**src/rtl/keypad_scan.sv**
```systemverilog
// keypad_scan
// Matrix-keypad front end for a 4x3 keypad. It drives one column low at a
// time and samples the active-low rows through a 2-flop synchronizer. Each
// complete scan frame is classified as no key, one key, or several keys.
// The frame code is then debounced over DEB_FRAMES identical frames before
// it reaches the debounced outputs.
//
// Ports:
//   clk        1 kHz system clock
//   rst        asynchronous, active-low reset
//   key_row    keypad rows, active-low, pulled up, asynchronous to clk
//   key_col    column drive, active-low, one bit low outside reset
//   keypad     one-hot digit 0..9, held while the digit is stably pressed
//   key_star   '*' stably pressed
//   key_hash   '#' stably pressed
//   key_code   0..9 digit, 10 '*', 11 '#', 15 none
//   key_valid  one-cycle pulse on each new stable single-key press
module keypad_scan #(
  parameter int SETTLE     = 3,
  parameter int DEB_FRAMES = 3
) (
  input  logic       clk,
  input  logic       rst,
  input  logic [3:0] key_row,
  output logic [2:0] key_col,
  output logic [9:0] keypad,
  output logic       key_star,
  output logic       key_hash,
  output logic [3:0] key_code,
  output logic       key_valid
);

  // A column must stay driven long enough for the synchronizer to deliver
  // its row levels before the sample point.
  if (SETTLE < 3) begin : g_settle_check
    $error("keypad_scan: SETTLE must be at least 3");
  end
  if (DEB_FRAMES < 1 || DEB_FRAMES > 15) begin : g_deb_check
    $error("keypad_scan: DEB_FRAMES must be in 1..15");
  end

  localparam int             SCW        = $clog2(SETTLE);
  localparam logic [SCW-1:0] SC_LAST    = SCW'(SETTLE - 1);
  localparam logic [3:0]     DEB_MAX    = 4'(DEB_FRAMES);
  localparam logic [3:0]     CODE_STAR  = 4'd10;
  localparam logic [3:0]     CODE_HASH  = 4'd11;
  localparam logic [3:0]     CODE_MULTI = 4'd14;
  localparam logic [3:0]     CODE_NONE  = 4'd15;

  logic [3:0]     row_meta;
  logic [3:0]     row_sync;
  logic [3:0]     row_s;
  logic [SCW-1:0] sc;
  logic [SCW-1:0] sc_next;
  logic [1:0]     col;
  logic [1:0]     col_next;
  logic           sample_pt;
  logic           frame_end;
  logic [3:0]     snap0;
  logic [3:0]     snap1;
  logic [11:0]    frame;
  logic [3:0]     n_keys;
  logic [3:0]     one_code;
  logic [3:0]     fc;
  logic [3:0]     cand;
  logic [3:0]     cnt;
  logic [3:0]     cand_next;
  logic [3:0]     cnt_next;

  // Frame bit index is col*4 + row. The result is the key code at that
  // matrix position.
  function automatic logic [3:0] key_at(input int idx);
    logic [3:0] code;
    case (idx)
      0:       code = 4'd1;
      1:       code = 4'd4;
      2:       code = 4'd7;
      3:       code = CODE_STAR;
      4:       code = 4'd2;
      5:       code = 4'd5;
      6:       code = 4'd8;
      7:       code = 4'd0;
      8:       code = 4'd3;
      9:       code = 4'd6;
      10:      code = 4'd9;
      default: code = CODE_HASH;
    endcase
    return code;
  endfunction

  // Two-flop synchronizer. Idle rows read high, so reset loads all ones.
  always_ff @(posedge clk or negedge rst) begin
    if (!rst) begin
      row_meta <= 4'hF;
      row_sync <= 4'hF;
    end else begin
      row_meta <= key_row;
      row_sync <= row_meta;
    end
  end

  assign row_s = ~row_sync;

  // Settle and column counters step continuously with no idle gap.
  always_comb begin
    sc_next  = sc + SCW'(1);
    col_next = col;
    if (sc == SC_LAST) begin
      sc_next  = '0;
      col_next = (col == 2'd2) ? 2'd0 : col + 2'd1;
    end
  end

  // key_col is registered from the next column value. This makes it track
  // col exactly, and it reads all-high only while reset is asserted.
  always_ff @(posedge clk or negedge rst) begin
    if (!rst) begin
      sc      <= '0;
      col     <= 2'd0;
      key_col <= 3'b111;
    end else begin
      sc      <= sc_next;
      col     <= col_next;
      key_col <= ~(3'b001 << col_next);
    end
  end

  assign sample_pt = (sc == SC_LAST);
  assign frame_end = sample_pt && (col == 2'd2);

  // Columns 0 and 1 are held in snapshots. Column 2 is used live at frame end.
  always_ff @(posedge clk or negedge rst) begin
    if (!rst) begin
      snap0 <= 4'h0;
      snap1 <= 4'h0;
    end else if (sample_pt) begin
      if (col == 2'd0) snap0 <= row_s;
      if (col == 2'd1) snap1 <= row_s;
    end
  end

  assign frame = {row_s, snap1, snap0};

  // Classify the frame: no key, the single key's code, or multi-key.
  always_comb begin
    n_keys   = 4'd0;
    one_code = CODE_NONE;
    for (int i = 0; i < 12; i++) begin
      if (frame[i]) begin
        n_keys   = n_keys + 4'd1;
        one_code = key_at(i);
      end
    end
    if (n_keys == 4'd0)      fc = CODE_NONE;
    else if (n_keys == 4'd1) fc = one_code;
    else                     fc = CODE_MULTI;
  end

  // Debounce. A run of identical frames counts up and saturates. Any
  // different frame restarts the run at 1.
  always_comb begin
    cand_next = cand;
    cnt_next  = cnt;
    if (fc == cand) begin
      if (cnt != DEB_MAX) cnt_next = cnt + 4'd1;
    end else begin
      cand_next = fc;
      cnt_next  = 4'd1;
    end
  end

  // Outputs change only when a run reaches full length on a new code.
  // Multi-key is reported like a release.
  always_ff @(posedge clk or negedge rst) begin
    if (!rst) begin
      cand      <= CODE_NONE;
      cnt       <= 4'd0;
      keypad    <= 10'd0;
      key_star  <= 1'b0;
      key_hash  <= 1'b0;
      key_code  <= CODE_NONE;
      key_valid <= 1'b0;
    end else begin
      key_valid <= 1'b0;
      if (frame_end) begin
        cand <= cand_next;
        cnt  <= cnt_next;
        if (cnt_next == DEB_MAX && cand_next != key_code) begin
          keypad   <= 10'd0;
          key_star <= 1'b0;
          key_hash <= 1'b0;
          if (cand_next <= 4'd9) begin
            keypad    <= 10'd1 << cand_next;
            key_code  <= cand_next;
            key_valid <= 1'b1;
          end else if (cand_next == CODE_STAR) begin
            key_star  <= 1'b1;
            key_code  <= CODE_STAR;
            key_valid <= 1'b1;
          end else if (cand_next == CODE_HASH) begin
            key_hash  <= 1'b1;
            key_code  <= CODE_HASH;
            key_valid <= 1'b1;
          end else begin
            key_code <= CODE_NONE;
          end
        end
      end
    end
  end

endmodule

```
**config.mk**
```make
export PLATFORM = sky130hd
export DESIGN_NAME = keypad_scan
export DESIGN_NICKNAME = d
export VERILOG_FILES = /design/src/rtl/keypad_scan.sv
export SDC_FILE = /design/constraint.sdc
export NUM_CORES = 1
export LEC_CHECK = 0
export CORE_MARGIN = 3
export CORE_UTILIZATION = 60
export CTS_CLUSTER_SIZE = 40
export DETAILED_ROUTE_END_ITERATION = 16
export MAX_ROUTING_LAYER = met4
export PLACE_DENSITY = 0.82
export SYNTH_ARGS = -nofsm -noshare
export SYNTH_HDL_FRONTEND = slang
export SYNTH_SLANG_ARGS = --single-unit
```
**constraint.sdc**
```tcl
create_clock -name clk -period 21.7 [get_ports clk]
set_input_delay 4.34 -clock clk [delete_from_list [all_inputs] [get_ports clk]]
set_output_delay 4.34 -clock clk [all_outputs]
set_load 0.01 [all_outputs]
```
==> results.py <==
metrics = {
    "status": {
        "status": "completed",
    },
    "critical_path": {
        "cp_max_fo": 16,
        "cp_num_buf_inv": 3,
        "cpMaxStageDelayCell": "a311oi_4",
        "crit_path_start_kind": "flip-flop",
        "path_class": "reg2reg",
        "crit_top_cell": "ha_1",
        "crit_arrival_ns": 9.58,
        "cpPeakStageDelay_ns": 0.94,
        "reg2reg_slack_ns": 12.31,
        "crit_family": "adder cells",
        "cp_data_required_time_ns": 21.89,
        "cp-end-kind": "flip-flop",
    },
    "floorplan": {
        "initial_core_util_pct": 63.5,
        "core_area_um2": 5240,
        "ios": 26,
        "num_rows": 26,
        "die_w_um": 80.5,
        "die_h_um": 80.5,
        "die_area_um2": 6470,
    },
    "grt": {
        "grt_pass1_vias": 2473,
        "antenna_found_initial": 0,
        "overflow": 0,
        "grt_pass1_wl_um": 11300,
        "global_route.usage.total_pct": 23.1,
        "grt_max_degree": 49,
    },
    "drt": {
        "wl_per_cell_um": 15.4,
        "drtPass1Iterations": 4,
        "dr_total_vias": 2483,
        "ant_nets": 0,
        "drt_wl_total_um": 6620,
        "route.detailed.drc": 0,
        "via_per_inst": 5.77,
        "first_iter_violations": 131,
    },
    "layout": {
        "syn_to_final_growth_pct": 11.2,
        "fin_nets": 378,
        "fin_area_um2": 3700,
        "diodes": 0,
        "finish.utilization_pct": 70.6,
        "layout-drive-gt1-share_pct": 15.3,
    },
    "synth": {
        "post-synth-top-area-cell": "dfrtp_1",
        "synth_top_area_share_pct": 21.8,
        "synth-seq-cells": 48,
        "async_flop_share_pct": 100,
        "synthesis.area_um2": 3330,
        "yosys_warnings": 0,
        "syn_avg_cell_area_um2": 9.79,
        "synth.area.top_cells": "dfrtp_1 (22%), dfstp_2 (15%), xnor2_1 (5.3%)",
        "synth_ff_type": "dfrtp_1",
        "synthCells": 340,
        "yosysUniqueCellTypes": 67,
        "synth_edf_count": 0,
        "syn-num-nets": 359,
        "yosysSeqAreaShare_pct": 36.8,
    },
    "power": {
        "peakVddDrop_mv": 0.0817,
        "p_comb_share_pct": 54.5,
        "power_density_nw_per_um2": 106,
        "swShare_pct": 42.2,
        "switching_power_uw": 165,
        "total_power_uw": 392,
        "clkPwrFrac_pct": 16.8,
        "seqPwrFrac_pct": 28.7,
        "cellInternalPower_uw": 226,
        "p_leak_uw": 0.00157,
    },
    "timing": {
        "fin_skew_ns": 0.00471,
        "period_needed_ns": 9.39,
        "setup_viol": 0,
        "period_share_pct": 43.3,
        "report.final.slew_viol_count": 0,
        "max-slew-margin-rel_pct": 31.1,
        "final.setup.tns_ns": 0,
        "worst_pin_slew_ns": 1.03,
        "rsz0062_at_grt": "no",
        "hold_violations": 0,
        "postLayoutSetupSlackWorst_ns": 12.31,
        "fmax_ghz": 0.107,
    },
    "cts": {
        "path_clk_slew_ns": 0.09,
        "cts_setup_buffers": 0,
        "ctsResizeCount": 0,
        "htreeDepth": 2,
        "clk_latency_ns": 0.31,
        "clock_path_buffers": 2,
        "cts_tree": "done",
        "cts-hold-fix-buffers": 0,
        "root_buffer": "clkbuf_8",
        "cts-buffers-inserted": 5,
        "cts_num_sinks": 48,
    },
    "place": {
        "dp_hpwl_um": 4960,
        "dp_slack_ns": 12.39,
        "place_area_um2": 3580,
        "portBuffers": 25,
        "gp_congestion": 0.796,
    },
    "job": {
        "maxCapViolCount": 0,
    },
    "worst_hold_path": {
        "worst_hold_path_type": "reg2reg",
    },
}
path summary, 6_finish.rpt:
| check | from | end | cells past startpoint |
|---|---|---|---|
| max | snap0[1]$_DFFE_PN0P_ | key_hash$_DFFE_PN0P_ | 37 |
| min | row_meta[0]$_DFF_PN1_ | row_sync[0]$_DFF_PN1_ | 0 |
| max reg2reg | snap0[1]$_DFFE_PN0P_ | key_hash$_DFFE_PN0P_ | 37 |
| min reg2reg | row_meta[0]$_DFF_PN1_ | row_sync[0]$_DFF_PN1_ | 0 |
| max in group asynchronous | rst | cnt[3]$_DFFE_PN0P_ | 1 |
| min in group asynchronous | rst | keypad[4]$_DFFE_PN0P_ | 1 |
logic make-up (layout without fill, tap and decap cells):
logic type	Yosys count	in the layout	synth area share [%]
and+or+nand+nor	127	127	19.4
AOI/OAI and AO/OA	66	66	14.0
DFF	48	48	36.8
buffers and inverters	31	51	4.44
xor gates and xnor gates	34	34	12.9
muxes	21	21	7.52
adders and majority gates	13	13	4.89
metal layers:
metal	routed length, um	vias up	part of all wire (%)	track usage (%)
met5	0	-	0	-
met4	130	0	2.0	9.46
met3	226	10	3.4	2.80
met2	3150	57	48	36.7
met1	3110	1173	47	30.1
li1	-	1243	-	-
power groups by stage:
stage	clock network [uW]	registers [uW]	logic, uW
final	65.8	112	214
after floorplan	0	112	167
after CTS	67.5	112	213
after detailed placement	0	114	211
after global placement	0	114	206
after global routing	70.8	114	237
cells in the mapped netlist (all sizes together), types with 8 or more instances:
cell type / count
a21oi: 19
nand2: 34
o21ai: 11
dfrtp: 29
nor3: 12
xnor2: 20
nand3: 8
dfstp: 19
nor2b: 11
ha: 13
inv: 17
mux2: 14
nor2: 29
registers in the layout, indices dropped and copies added (netlist names):
| name | flops |
|---|---|
| cand | 4 |
| cnt | 4 |
| col | 2 |
| key_code | 4 |
| key_col | 3 |
| key_hash | 1 |
| key_star | 1 |
| key_valid | 1 |
| keypad | 10 |
| row_meta | 4 |
| row_sync | 4 |
| sc | 2 |
| snap0 | 4 |
| snap1 | 4 |
through the flow:
stage | hold WS (ns) | cells
final | 0.361 | 430
after floorplan | 0.345 | 340
after global routing | 0.361 | 430
after global placement | 0.347 | 422
after CTS | 0.362 | 430
after detailed placement | 0.348 | 422
placed cells by master (no fill, tap or decap), types with 2 or more instances in the layout:
master and count:
a21o_1 3, a21oi_1 19, a22o_1 2, a311oi_1 3, a31oi_1 3, and2_1 2, clkbuf_8 5, clkdlybuf4s50_1 24
clkinv_4 2, dfrtp_1 29, dfstp_2 19, ha_1 13, inv_1 16, mux2_2 8, mux2_4 6, mux2i_1 7
nand2_1 34, nand2b_1 5, nand3_1 8, nand4_1 2, nand4b_1 2, nor2_1 29, nor2b_1 11, nor3_1 12
nor3b_1 5, nor4b_1 3, o2111ai_1 2, o211ai_1 3, o21ai_0 11, o311a_2 2, o311ai_0 2, o31ai_1 4
or3_1 5, xnor2_1 20, xnor3_1 3, xor2_1 5
final cells by class:
type / instances / area (um2)
sequential: 48 / 1220
tap: 70 / 87.6
fill: 400 / 1540
multi-input combinational: 261 / 1950
inverter: 17 / 63.8
timing repair buffer: 26 / 253
clock inverter: 3 / 47.5
clock buffer: 5 / 68.8
Power figures use the tool's default switching activity.
